<file path="src/rtl/vram_arbiter.sv">
// VRAM arbiter: display burst prefetch vs CPU single-word port.
// Registered memory strobes, tag pipeline routes read data back.
module vram_arbiter #(
  parameter int ADDR_W    = 16,
  parameter int DATA_W    = 8,
  parameter int MEM_LAT   = 2,
  parameter int BURST_LEN = 8,
  parameter int CPU_SLOT  = 4
) (
  input  logic              clk,
  input  logic              rst_n,
  input  logic              fetch_start,
  input  logic [ADDR_W-1:0] fetch_addr,
  output logic              fetch_busy,
  output logic              fetch_rvalid,
  output logic [DATA_W-1:0] fetch_rdata,
  output logic              fetch_overrun,
  input  logic              cpu_valid,
  input  logic              cpu_we,
  input  logic [ADDR_W-1:0] cpu_addr,
  input  logic [DATA_W-1:0] cpu_wdata,
  output logic              cpu_ready,
  output logic              cpu_rvalid,
  output logic [DATA_W-1:0] cpu_rdata,
  output logic              mem_en,
  output logic              mem_we,
  output logic [ADDR_W-1:0] mem_addr,
  output logic [DATA_W-1:0] mem_wdata,
  input  logic [DATA_W-1:0] mem_rdata
);

  localparam int BW = (BURST_LEN > 1) ? $clog2(BURST_LEN) : 1;
  localparam int SW = (CPU_SLOT > 0) ? $clog2(CPU_SLOT + 1) : 1;
  localparam int PW = $clog2(BURST_LEN + 1) + 1;

  typedef enum logic {
    IDLE,
    BURST
  } state_t;

  state_t            state;
  state_t            state_nx;
  logic [ADDR_W-1:0] base_q;
  logic [BW-1:0]     beat_q;
  logic [SW-1:0]     slot_q;
  logic [PW-1:0]     pend_q;
  logic [MEM_LAT:0]  tv_q;
  logic [MEM_LAT:0]  tf_q;
  logic              yield;
  logic              last_beat;
  logic              start_ok;
  logic              cpu_gnt;
  logic              fet_gnt;
  logic              issue_rd;

  assign fetch_busy = (state == BURST) || (pend_q != '0);
  assign start_ok   = fetch_start && !fetch_busy;
  assign yield      = (CPU_SLOT != 0) && (slot_q == SW'(CPU_SLOT));
  assign last_beat  = (beat_q == BW'(BURST_LEN - 1));
  assign issue_rd   = (cpu_gnt && !cpu_we) || fet_gnt;

  always_comb begin
    state_nx  = state;
    cpu_ready = 1'b0;
    cpu_gnt   = 1'b0;
    fet_gnt   = 1'b0;
    unique case (1'b1)
      (state == IDLE): begin
        cpu_ready = rst_n;
        cpu_gnt   = cpu_valid;
        if (start_ok)
          state_nx = BURST;
      end
      (state == BURST): begin
        cpu_ready = rst_n && yield;
        cpu_gnt   = yield && cpu_valid;
        fet_gnt   = !cpu_gnt;
        if (fet_gnt && last_beat)
          state_nx = IDLE;
      end
      default: state_nx = IDLE;
    endcase
  end

  always_ff @(posedge clk or negedge rst_n) begin
    if (!rst_n) begin
      state  <= IDLE;
      base_q <= '0;
      beat_q <= '0;
      slot_q <= '0;
    end else begin
      state <= state_nx;
      if (start_ok) begin
        base_q <= fetch_addr;
        beat_q <= '0;
        slot_q <= '0;
      end else if (fet_gnt) begin
        beat_q <= beat_q + BW'(1);
        // saturate so an idle CPU is served the moment it asks
        if (slot_q != SW'(CPU_SLOT))
          slot_q <= slot_q + SW'(1);
      end else if (cpu_gnt && state == BURST) begin
        slot_q <= '0;
      end
    end
  end

  always_ff @(posedge clk or negedge rst_n) begin
    if (!rst_n) begin
      mem_en        <= 1'b0;
      mem_we        <= 1'b0;
      mem_addr      <= '0;
      mem_wdata     <= '0;
      fetch_overrun <= 1'b0;
    end else begin
      mem_en    <= cpu_gnt || fet_gnt;
      mem_we    <= cpu_gnt && cpu_we;
      mem_addr  <= fet_gnt ? base_q + ADDR_W'(beat_q) : cpu_addr;
      mem_wdata <= cpu_gnt ? cpu_wdata : '0;
      if (fetch_start && fetch_busy)
        fetch_overrun <= 1'b1;
    end
  end

  always_ff @(posedge clk or negedge rst_n) begin
    if (!rst_n) begin
      tv_q         <= '0;
      tf_q         <= '0;
      pend_q       <= '0;
      fetch_rvalid <= 1'b0;
      cpu_rvalid   <= 1'b0;
      fetch_rdata  <= '0;
      cpu_rdata    <= '0;
    end else begin
      tv_q         <= {tv_q[MEM_LAT-1:0], issue_rd};
      tf_q         <= {tf_q[MEM_LAT-1:0], fet_gnt};
      pend_q       <= pend_q + PW'(fet_gnt) - PW'(fetch_rvalid);
      fetch_rvalid <= tv_q[MEM_LAT] && tf_q[MEM_LAT];
      cpu_rvalid   <= tv_q[MEM_LAT] && !tf_q[MEM_LAT];
      if (tv_q[MEM_LAT] && tf_q[MEM_LAT])
        fetch_rdata <= mem_rdata;
      if (tv_q[MEM_LAT] && !tf_q[MEM_LAT])
        cpu_rdata <= mem_rdata;
    end
  end

endmodule

</file>
<file path="config.mk">
export PLATFORM = sky130hd
export DESIGN_NAME = vram_arbiter
export DESIGN_NICKNAME = d
export VERILOG_FILES = /design/src/rtl/vram_arbiter.sv
export SDC_FILE = /design/constraint.sdc
export NUM_CORES = 1
export LEC_CHECK = 0
export BUFFER_PORTS_ARGS = -buffer_cell sky130_fd_sc_hd__buf_2
export CAP_MARGIN = 20
export CORE_MARGIN = 8
export CORE_UTILIZATION = 25
export CTS_CLUSTER_SIZE = 14
export DETAILED_ROUTE_END_ITERATION = 6
export GPL_ROUTABILITY_DRIVEN = 0
export GPL_TIMING_DRIVEN = 0
export PLACE_DENSITY_LB_ADDON = 0.1
export SLEW_MARGIN = 20
export SYNTH_ARGS = -nofsm -noshare
export SYNTH_HDL_FRONTEND = slang
export SYNTH_SLANG_ARGS = --single-unit
</file>
<file path="constraint.sdc">
create_clock -name clk -period 7.6 [get_ports clk]
set_clock_uncertainty 0.2 [all_clocks]
set_input_delay 1.14 -clock clk [delete_from_list [all_inputs] [get_ports clk]]
set_output_delay 1.14 -clock clk [all_outputs]
set_load 0.05 [all_outputs]
</file>
# Yosys cells after proc, flatten, opt, wreduce, memory -nomap -nowiden
# Index checks and enable logic that the tools add are counted.
# word_totals
input_bits	53
reg_bits	79
output_inout_bits	47
word_cells	61
# op_classes
addsub	5
muxes	14
n_reduce_logical	21
n_bitwise	1
eq_ne	4
# op_table
op	count
2-to-1 mux 3 bit	6
adder 16 x 3 -> 16 bit	1
2-to-1 mux 16 bit	1
logical AND 1 bit	10
2-to-1 mux 8 bit	1
adder 3 x 1 -> 3 bit (second input constant)	2
== test 3 bit (second input constant)	2
case mux 1 bit (2 select lines)	3
adder 5 x 1 -> 5 bit	1
nonzero test 5 bit	1
subtractor 5 x 1 -> 5 bit	1
zero test 1 bit	4
logical OR 1 bit	3
2-to-1 mux 1 bit	3
!= test 3 x 2 -> 1 bit (second input constant)	1
!= test 3 bit (second input constant)	1
nonzero test 3 bit	1
AND reduction 2 bit	1
nonzero test 2 bit	1
NOT 1 bit	1

# Depth between registers and ports, before layout
# Gate-level depths: netlist (run 1).
# logic_depth
word_depth	7
ltp_mapped	12
depth_no_buf	11

# Least setup slack after synthesis (run 1)
# OpenSTA, ideal clock, no wires.
# synth_timing
kind	in2reg
start	in cpu_valid
end	reg pend_q[4]
setup_ps	123
required_ps	7277
path_slack_ps	4643
n_path_buf	2
arrival_ps	2634
cell_stages	10
cell_sequence	nand3_1 > nand2_1 > clkbuf_1 > buf_2 > nand2_1 > fa_1 > a21oi_1 > nor2_1 > nor2_1 > xnor2_1
# synth_between
elab_chain_len	5
# synth_lines
item	line	source
start: declaration	18	input logic cpu_valid,
logical AND 1 bit	76	cpu_gnt = yield && cpu_valid;
zero test 1 bit	77	fet_gnt = !cpu_gnt;
2-to-1 mux 1 bit	67	unique case (1'b1)
adder 5 x 1 -> 5 bit	137	pend_q <= pend_q + PW'(fet_gnt) - PW'(fetch_rvalid);
subtractor 5 x 1 -> 5 bit	137	
end signal: assignment	137	
end: declaration	46	logic [PW-1:0] pend_q;
# No other way between the ends.
# A chain may end at the register's enable or synchronous reset.

# Worst setup path after layout (run 1)
# layout_timing
start	in rst_n
end	out cpu_ready
# layout_between
elab_chain_len	2
# layout_lines
item	line	source
start: declaration	11	input logic rst_n,
logical AND 1 bit	75	cpu_ready = rst_n && yield;
case mux 1 bit (2 select lines) (*)	67	
end: declaration	22	output logic cpu_ready,
# Every way passes the cells marked *; elsewhere a longest branch is shown, timed or not.

==> flow_metrics.env, run 1 <==
export IMPL_layout_common_cells="buf_2, dfrtp_1, nand2_1"
export IMPL_ff_latch_area_mm2=0.00198
export IMPL_slowest_delay_ns=0.41
export IMPL_synthCells=277
export IMPL_clock_fmax_mhz=298
export IMPL_period_share_pct=44.2
export IMPL_grt_overflow_total=0
export IMPL_power_switching_mw=0.253
export IMPL_grt_usage_pct=9.96
export IMPL_intPower_mw=0.704
export IMPL_clkSlewWorstSetupHoldPaths_ns=0.05
export IMPL_fillers=1357
export IMPL_portBuffers=99
export IMPL_r2r_start="slot_q[0]"
export IMPL_via_per_inst=4.10
export IMPL_rows=42
export IMPL_power_share_combinational_pct=12.2
export IMPL_rrSetupSlack_ns=4.76
export IMPL_grt_pass1_vias=2511
export IMPL_placed_cells=553
export IMPL_worstPathMaxFanout=37
export IMPL_cts_setup_buffers=0
export IMPL_p_leak_nw=2.29
export IMPL_grt_pass1_wl_um=13500
export IMPL_syn_cell_area_mm2=0.00342
export IMPL_drive_above_1_share_pct=39.4
export IMPL_cts_tree="done"
export IMPL_rsz0062_at_grt="false"
export IMPL_path_delay_family="buffers and inverters"
export IMPL_ys_seq_area_share_pct=57.8
export IMPL_dp_hpwl_um=6480
export IMPL_vias=2323
export IMPL_p_total_mw=0.957
export IMPL_max_slew_margin_rel_pct=58.7
export IMPL_cts_hold_buf=0
export IMPL_core_area_mm2=0.0133
export IMPL_final_setup_tns_ns=0
export IMPL_tightest_slew_ns=0.619
export IMPL_antenna_found_initial=0
export IMPL_hold_path_class="flip-flop to flip-flop"
export IMPL_die_area_mm2=0.0177
export IMPL_synthDistinctLibCells=34
export IMPL_worst_setup_path_type="input pin to output pin"
export IMPL_synth_area_leaders="dfrtp_1, mux2_4, mux2_2"
export IMPL_switching_share_pct=26.4
export IMPL_die_x_um=133
export IMPL_wl_per_cell_um=14.9
export IMPL_clock_power_share_pct=41.5
export IMPL_cts_root_buffer="clkbuf_16"
export IMPL_vdd_drop_max_uv=80.9
export IMPL_dr_pass1_iters=4
export IMPL_synth_top_cell_by_area="dfrtp_1"
export IMPL_worstPathCellList="buf_4 > and2_1 > buf_2"
export IMPL_drv_cap=0
export IMPL_syn_area_per_cell_um2=12.3
export IMPL_drv_slew=0
export IMPL_layout_commonest_cell="buf_2"
export IMPL_clockBufferDepth=2
export IMPL_startpoint_type="input pin"
export IMPL_nNetsFinal=455
export IMPL_ys_warn_count=0
export IMPL_cp_arrival_ns=2.02
export IMPL_synth_top_area_share_pct=57.8
export IMPL_outcome="finished clean"
export IMPL_routed_wirelength_um=8460
export IMPL_cts_resized_gates=0
export IMPL_initial_core_util_pct=25.7
export IMPL_clock_sinks=79
export IMPL_design_area_mm2=0.00443
export IMPL_reg2reg_depth=12
export IMPL_cts_buffers=9
export IMPL_cp_required_ns=6.26
export IMPL_cp_num_buf_inv=2
export IMPL_drtIter0Drc=99
export IMPL_placed_cell_area_mm2=0.00417
export IMPL_pwr_share_seq_pct=46.3
export IMPL_hold_depth=0
export IMPL_pin_count=100
export IMPL_whs_endpoint="tv_q[2]"
export IMPL_multiInputGateArea_mm2=0.00134
export IMPL_clk_latency_ns=0.34
export IMPL_fin_cells=567
export IMPL_finalHoldViolCount=0
export IMPL_n_antenna_cell=0
export IMPL_min_from="tv_q[1]"
export IMPL_drc=0
export IMPL_syn_num_nets=344
export IMPL_synth_seq_cells=79
export IMPL_worstSetupEndpointType="output pin"
export IMPL_h_tree_depth=3
export IMPL_slowest_stage="buf_4"
export IMPL_fin_crit_ns=3.36
export IMPL_powerDensity_mw_per_mm2=216
export IMPL_reg2reg_to="pend_q[4]"
export IMPL_grt_max_degree=45
export IMPL_syn2layout_area_growth_pct=29.6
export IMPL_setup_viol=0
export IMPL_fp_dieH_um=133
export IMPL_drt_antenna_violating_nets=0
-- cell type report --
| type | instances | share of cell area [%] |
|---|---|---|
| Multi-Input combinational cell | 176 | 30.1 |
| Tap cell | 176 | 4.97 |
| Sequential cell | 79 | 44.6 |
| Clock buffer | 13 | 5.87 |
| Buffer | 10 | 1.41 |
| Inverter | 12 | 1.02 |
| Clock inverter | 1 | 0.113 |
| Timing Repair Buffer | 100 | 11.9 |
-- stage by stage --
stage | hold slack [ns] | util (%) | setup WS [ns]
6_report | 0.155 | 33.3 | 4.24
5_1_grt | 0.163 | 33.3 | 4.09
4_1_cts | 0.157 | 33.3 | 4.18
3_5_place_dp | 0.141 | 31.3 | 4.07
3_3_place_gp | 0.138 | 31.1 | 3.12
2_1_floorplan | 0.131 | - | 4.64
-- power groups by stage --
stage | clock network, mW | registers, mW | logic (mW)
global route | 0.428 | 0.445 | 0.125
global placement | 0 | 0.450 | 0.117
CTS | 0.415 | 0.443 | 0.120
finish | 0.397 | 0.443 | 0.117
detailed placement | 0 | 0.451 | 0.120
floorplan | 0 | 0.508 | 0.0156
-- routing by layer --
| metal | routed length [µm] | global-route usage [%] | up-vias |
|---|---|---|---|
| met1 | 3690 | 11.3 | 1089 |
| met3 | 566 | 3.37 | 13 |
| met2 | 4000 | 16.0 | 65 |
| met5 | 0 | 0 | - |
| met4 | 207 | 5.87 | 0 |
| li1 | - | - | 1156 |
-- state kept, by name, summed over array words and instances, names as in the netlist, 3 cells and up --
name	count
base_q	16
mem_addr	16
cpu_rdata	8
fetch_rdata	8
mem_wdata	8
pend_q	5
beat_q	3
slot_q	3
tf_q	3
tv_q	3
-- synthesized netlist by cell type (all sizes together) --
cell,count
dfrtp,79
nand2,40
mux2,32
o21ai,18
xnor2,13
ha,12
inv,12
nand3,10
and3,9
nor2,8
xor2,6
a21oi,5
buf,5
clkbuf,5
a21o,4
nor3,3
nor4,3
and2,2
fa,2
nand2b,2
a211oi,1
a31oi,1
nand4,1
nand4bb,1
nor2b,1
nor3b,1
or2,1
-- worst max-delay path by stage --
stage / startpoint / endpoint / slack [ns] / cells past startpoint
finish: rst_n / cpu_ready / 4.24 / 3
global route: slot_q[0] / cpu_ready / 4.09 / 7
CTS: rst_n / cpu_ready / 4.18 / 3
detailed placement: cpu_valid / pend_q[4] / 4.07 / 11
global placement: rst_n / cpu_ready / 3.12 / 3
floorplan: cpu_valid / pend_q[4] / 4.64 / 10
-- worst reg2reg max path, delay by kind of cell (launching register included) --
kind            cells  cell delay, ns
fa+ha+maj           2            0.64
flops               1            0.40
simple gates        5            0.51
xor+xnor            1            0.12
buf+inv             3            0.73
compound gates      1            0.17
-- logic make-up (layout without fill, tap and decap cells) --
| logic type | after synthesis | after routing | synth area share, % |
|---|---|---|---|
| muxes | 32 | 32 | 12.1 |
| AOI/OAI and AO/OA | 29 | 29 | 4.65 |
| and+or+nand+nor | 82 | 82 | 11.9 |
| xor gates and xnor gates | 19 | 19 | 4.87 |
| DFF | 79 | 79 | 57.8 |
| adders and majority gates | 14 | 14 | 5.56 |
| buffers and inverters | 22 | 136 | 3.15 |
Note: power is estimated with default switching activity, not from simulation.
==> inputs of run 2 (changes only) <==
==> constraint.sdc (replaced) <==
create_clock -name clk -period 2.72 [get_ports clk]
set_clock_uncertainty 0.2 [all_clocks]
set_input_delay 0.408 -clock clk [delete_from_list [all_inputs] [get_ports clk]]
set_output_delay 0.408 -clock clk [all_outputs]
set_load 0.05 [all_outputs]
==> run 2 against run 1 <==
Against the previous run:
- cell area rose by 0.45%
- largest cell class unchanged
- combinational power rose to 2.8 times the previous value
- final cell count unchanged
- worst setup slack worse by 4.1 ns
- highest routed layer unchanged
- sequential share of layout area shrank 0.20 points
- first-iteration DRC count decreased by 1.0%
==> flow_metrics.env, run 2 (synthesis gave the netlist of run 1 again) <==
export IMPL_outcome="finished clean"
export IMPL_antenna_found_initial=0
export IMPL_portBuffers=99
export IMPL_clock_sinks=79
export IMPL_power_share_combinational_pct=12.3
export IMPL_drv_cap=0
export IMPL_top_layer="met4"
export IMPL_powerDensity_mw_per_mm2=601
export IMPL_worstPathMaxFanout=10
export IMPL_routed_wirelength_um=8430
export IMPL_dp_slack_ns=-0.184
export IMPL_fp_dieH_um=133
export IMPL_layout_common_cells="buf_2, dfrtp_1, nand2_1"
export IMPL_pwr_share_seq_pct=46.3
export IMPL_switching_share_pct=26.3
export IMPL_hold_depth=2
export IMPL_rows=42
export IMPL_fin_crit_ns=2.54
export IMPL_max_slew_margin_rel_pct=60.2
export IMPL_drtIter0Drc=98
export IMPL_dr_pass1_iters=4
export IMPL_final_core_util_pct=33.5
export IMPL_placed_cell_area_mm2=0.00417
export IMPL_worstPathCellList="inv_1 > ha_1 > nand3_1 > nand2_1 > clkbuf_4 > xnor2_1 > ha_1 > fa_1 > a21oi_1 > nor2_1 > nor2_1 > xnor2_1"
export IMPL_tightest_slew_ns=0.597
export IMPL_min_from="cpu_we"
export IMPL_cts_setup_buffers=0
export IMPL_cts_root_buffer="clkbuf_16"
export IMPL_largestRegisters="base_q: 16 flops, mem_addr: 16 flops"
export IMPL_hold_path_class="input pin to flip-flop"
export IMPL_p_total_mw=2.67
export IMPL_via_per_inst=4.11
export IMPL_clk_latency_ns=0.34
export IMPL_finalHoldViolCount=0
export IMPL_rrSetupSlack_ns=0.18
export IMPL_period_share_pct=93.3
export IMPL_clock_fmax_mhz=394
export IMPL_p_leak_nw=2.30
export IMPL_drt_antenna_violating_nets=0
export IMPL_drive_above_1_share_pct=39.9
export IMPL_clock_power_share_pct=41.4
export IMPL_fin_cells=567
export IMPL_vdd_drop_max_uv=226
export IMPL_startpoint_type="flip-flop"
export IMPL_drc=0
export IMPL_worst_setup_path_type="flip-flop to flip-flop"
export IMPL_nNetsFinal=455
export IMPL_layout_commonest_cell="buf_2"
export IMPL_whs_endpoint="tv_q[0]"
export IMPL_grt_usage_pct=9.96
export IMPL_wl_met2_um=3990
export IMPL_route_met3_wl_um=601
export IMPL_vias=2332
export IMPL_fillers=1356
export IMPL_setup_viol=0
export IMPL_n_antenna_cell=0
export IMPL_ff_latch_area_mm2=0.00198
export IMPL_cp_arrival_ns=2.60
export IMPL_rsz0062_at_grt="false"
export IMPL_clkSlewWorstSetupHoldPaths_ns=0.06
export IMPL_cts_buffers=9
export IMPL_dp_hpwl_um=6480
export IMPL_reg2reg_depth=12
export IMPL_cts_tree="done"
export IMPL_slowest_delay_ns=0.42
export IMPL_pin_count=100
export IMPL_slowest_stage="fa_1"
export IMPL_syn2layout_area_growth_pct=30.2
export IMPL_core_area_mm2=0.0133
export IMPL_placed_cells=553
export IMPL_die_area_mm2=0.0177
export IMPL_power_switching_mw=0.704
export IMPL_clockBufferDepth=2
export IMPL_die_x_um=133
export IMPL_worstSetupEndpointType="flip-flop"
export IMPL_grt_pass1_vias=2511
export IMPL_r2r_start="slot_q[0]"
export IMPL_grt_overflow_total=0
export IMPL_h_tree_depth=3
export IMPL_grt_max_degree=45
export IMPL_design_area_mm2=0.00445
export IMPL_intPower_mw=1.97
export IMPL_setup_ws_ns=0.183
export IMPL_drv_slew=0
export IMPL_wl_per_cell_um=14.9
export IMPL_wl_met1_um=3640
export IMPL_grt_pass1_wl_um=13500
export IMPL_initial_core_util_pct=25.7
export IMPL_cp_required_ns=2.78
export IMPL_multiInputGateArea_mm2=0.00134
export IMPL_reg2reg_to="pend_q[4]"
==> run 2: cell types whose count changed in the layout (fill, tap and decap cells not counted) <==
cell / delta
buf_2: -1
buf_6: +1
clkbuf_1: -3
clkbuf_4: +2
dlygate4sd3_1: +1
==> run 2: how the worst max path moves through the flow <==
stage | cells past startpoint | to | slack [ns] | from
floorplan | 12 | pend_q[4] | 0.27 | slot_q[0]
global placement | 3 | cpu_ready | -0.29 | rst_n
detailed placement | 12 | pend_q[4] | -0.18 | slot_q[0]
CTS | 7 | cpu_ready | 0.08 | slot_q[0]
global route | 12 | pend_q[4] | 0.02 | slot_q[0]
finish | 12 | pend_q[4] | 0.18 | slot_q[0]
==> run 2: layout make-up <==
| type | count | area share, % |
|---|---|---|
| flip-flops and latches | 79 | 44.4 |
| plain buffers | 9 | 1.63 |
| multi-input cells | 176 | 30.0 |
| clock inverters | 1 | 0.112 |
| inverters | 12 | 1.01 |
| repair buffers | 101 | 12.0 |
| clock buffers | 13 | 5.85 |
| well taps | 176 | 4.95 |
==> run 2: critical path: cells and delay by family (launching register included) <==
family	cells	cell delay, ns
buffers and inverters	2	0.25
and+or+nand+nor	4	0.36
DFF	1	0.38
xor gates and xnor gates	2	0.26
adders and majority gates	3	0.85
AOI/OAI and AO/OA	1	0.17
==> run 2: what timing repair did <==
item,in CTS,in global routing
hold buffers,1,0
endpoints found under the hold margin,35,0
gates resized for setup,3,5
setup endpoints to repair,2,2
==> run 2: power by group through the flow <==
stage	clock network, mW	registers (mW)	logic (mW)
after global routing	1.20	1.24	0.352
final	1.11	1.24	0.328
after global placement	0	1.26	0.328
after floorplan	0	1.42	0.0436
after CTS	1.16	1.24	0.337
after detailed placement	0	1.26	0.335
==> run 2: stage by stage <==
step                hold slack (ns)  TNS, ns
floorplan                   -0.0876        0
finish                       0.0562        0
global route                 0.0666        0
CTS                          0.0400        0
global placement              0.138   -0.482
detailed placement            0.141   -0.212
==> run 2: metal layers <==
layer  track usage (%)  vias up
met5                 0        -
met4              5.87        0
met3              3.37       14
li1                  -     1158
met1              11.3     1090
met2              16.0       70
==> inputs of run 3 (changes only) <==
==> constraint.sdc (replaced) <==
create_clock -name clk -period 2.4 [get_ports clk]
set_clock_uncertainty 0.2 [all_clocks]
set_input_delay 0.36 -clock clk [delete_from_list [all_inputs] [get_ports clk]]
set_output_delay 0.36 -clock clk [all_outputs]
set_load 0.05 [all_outputs]
==> run 3 against run 2 <==
Against the previous run:
- power increased by 16%
- final cell count increased by 1.6%
- worst setup slack got worse by 0.056 ns
- largest power group unchanged
- critical endpoint unchanged
- clock power increased by 20%
- sequential share of layout area decreased by 1.4 points
- largest cell class unchanged
- global-route usage increased by 0.25 points
- sequential power increased by 13%
==> flow_metrics.env, run 3 (synthesis gave the netlist of run 1 again) <==
export IMPL_outcome="finished clean"
export IMPL_drc=0
export IMPL_portBuffers=99
export IMPL_finalHoldViolCount=0
export IMPL_setup_viol=0
export IMPL_clk_latency_ns=0.34
export IMPL_pin_count=100
export IMPL_grt_overflow_total=0
export IMPL_layout_commonest_cell="buf_2"
export IMPL_worst_setup_path_type="flip-flop to flip-flop"
export IMPL_layout_common_cells="buf_2, dfrtp_1, nand2_1"
export IMPL_period_share_pct=94.7
export IMPL_vdd_drop_max_uv=270
export IMPL_setup_ws_ns=0.126
export IMPL_drive_above_1_share_pct=43.0
export IMPL_grt_max_degree=45
export IMPL_syn2layout_area_growth_pct=34.4
export IMPL_vias=2390
export IMPL_dr_pass1_iters=4
export IMPL_fin_crit_ns=2.27
export IMPL_cp_arrival_ns=2.33
export IMPL_via_per_inst=4.15
export IMPL_core_area_mm2=0.0133
export IMPL_clkSlewWorstSetupHoldPaths_ns=0.06
export IMPL_dp_hpwl_um=6500
export IMPL_fp_dieH_um=133
export IMPL_grt_pass1_vias=2552
export IMPL_antenna_found_initial=0
export IMPL_hold_path_class="input pin to flip-flop"
export IMPL_powerDensity_mw_per_mm2=677
export IMPL_startpoint_type="flip-flop"
export IMPL_routed_wirelength_um=8540
export IMPL_max_slew_margin_rel_pct=61.2
export IMPL_die_x_um=133
export IMPL_drv_slew=0
export IMPL_cts_buffers=9
export IMPL_largestRegisters="base_q: 16 flops, mem_addr: 16 flops"
export IMPL_n_antenna_cell=0
export IMPL_path_delay_family="adder cells"
export IMPL_cts_tree="done"
export IMPL_tightest_slew_ns=0.582
export IMPL_slowest_delay_ns=0.38
export IMPL_grt_pass1_wl_um=13800
export IMPL_rows=42
export IMPL_drv_cap=0
export IMPL_drtIter0Drc=80
export IMPL_wl_per_cell_um=14.8
export IMPL_clockBufferDepth=2
export IMPL_dp_slack_ns=-0.331
export IMPL_clock_fmax_mhz=440
export IMPL_cp_required_ns=2.46
export IMPL_initial_core_util_pct=25.7
export IMPL_cp_num_buf_inv=2
export IMPL_grt_usage_pct=10.2
export IMPL_worstSetupEndpointType="flip-flop"
export IMPL_clock_sinks=79
export IMPL_drt_antenna_violating_nets=0
export IMPL_worstPathCellList="inv_1 > ha_4 > nand3_2 > nand2_2 > clkbuf_8 > xnor2_1 > ha_2 > fa_2 > a21oi_2 > nor2_1 > nor2_1 > xnor2_1"
export IMPL_worstPathMaxFanout=3
export IMPL_final_setup_tns_ns=0
export IMPL_cts_root_buffer="clkbuf_16"
export IMPL_p_leak_nw=2.36
export IMPL_nNetsFinal=462
export IMPL_slowest_stage="dfrtp_1"
export IMPL_die_area_mm2=0.0177
export IMPL_h_tree_depth=3
==> run 3: power breakdown <==
group | switching (mW) | internal, mW | total, mW | leakage (nW)
clock | 0.518 | 0.812 | 1.33 | 0.145
combinational | 0.272 | 0.107 | 0.379 | 1.23
sequential | 0.0185 | 1.38 | 1.40 | 0.987
total | 0.809 | 2.30 | 3.11 | 2.36
==> run 3: worst paths after layout <==
kind	startpoint	end	slack [ns]	cells past startpoint
setup reg to reg	slot_q[0]	pend_q[4]	0.13	12
min in group asynchronous	rst_n	slot_q[2]	0.38	3
hold reg to reg	tv_q[0]	tv_q[1]	0.15	0
hold / removal	cpu_addr[1]	mem_addr[1]	0.02	3
max in group asynchronous	rst_n	fetch_rdata[6]	1.40	3
setup / recovery	slot_q[0]	pend_q[4]	0.13	12
==> run 3: worst register-to-register path, stage by stage (launching register included) <==
cell	delay (ns)
dfrtp_1	0.38
inv_1	0.10
ha_4	0.15
nand3_2	0.08
nand2_2	0.10
clkbuf_8	0.13
xnor2_1	0.06
ha_2	0.19
fa_2	0.38
a21oi_2	0.14
nor2_1	0.05
nor2_1	0.12
xnor2_1	0.12
==> run 3: timing repair <==
action | 4_1_cts | 5_1_grt
resized for setup | 8 | 7
setup buffers | 4 | 1
pin swaps | 0 | 2
hold endpoints to repair | 45 | 0
setup endpoints to repair | 4 | 3
hold buffers | 3 | 0
==> run 3: final cells by class <==
type	count	area, µm²
inverters	12	45.0
repair buffers	108	603
fillers	1334	8700
clock buffers	14	284
clock inverters	2	12.5
flip-flops and latches	79	1980
multi-input cells	176	1370
plain buffers	9	88.8
well taps	176	220
==> run 3: routing by layer <==
layer | GRT usage [%] | routed length (µm) | vias up
met5 | 0 | 0 | -
met2 | 15.8 | 3950 | 66
met4 | 6.56 | 253 | 0
met1 | 12.1 | 3870 | 1134
met3 | 3.14 | 469 | 15
li1 | - | - | 1175
==> run 3: metrics by stage <==
| step | area, µm² | std cells | utilization [%] | hold slack, ns | power [mW] |
|---|---|---|---|---|---|
| 6_report | 4600 | 576 | 34.6 | 0.0183 | 3.11 |
| 5_1_grt | 4600 | 576 | 34.6 | 0.0232 | 3.26 |
| 4_1_cts | 4560 | 575 | 34.3 | 0.00189 | 3.18 |
| 3_5_place_dp | 4160 | 553 | 31.3 | 0.135 | 1.81 |
| 3_3_place_gp | 4140 | 552 | 31.1 | 0.134 | 1.80 |
| 2_1_floorplan | 3420 | 277 | - | -0.136 | 1.66 |
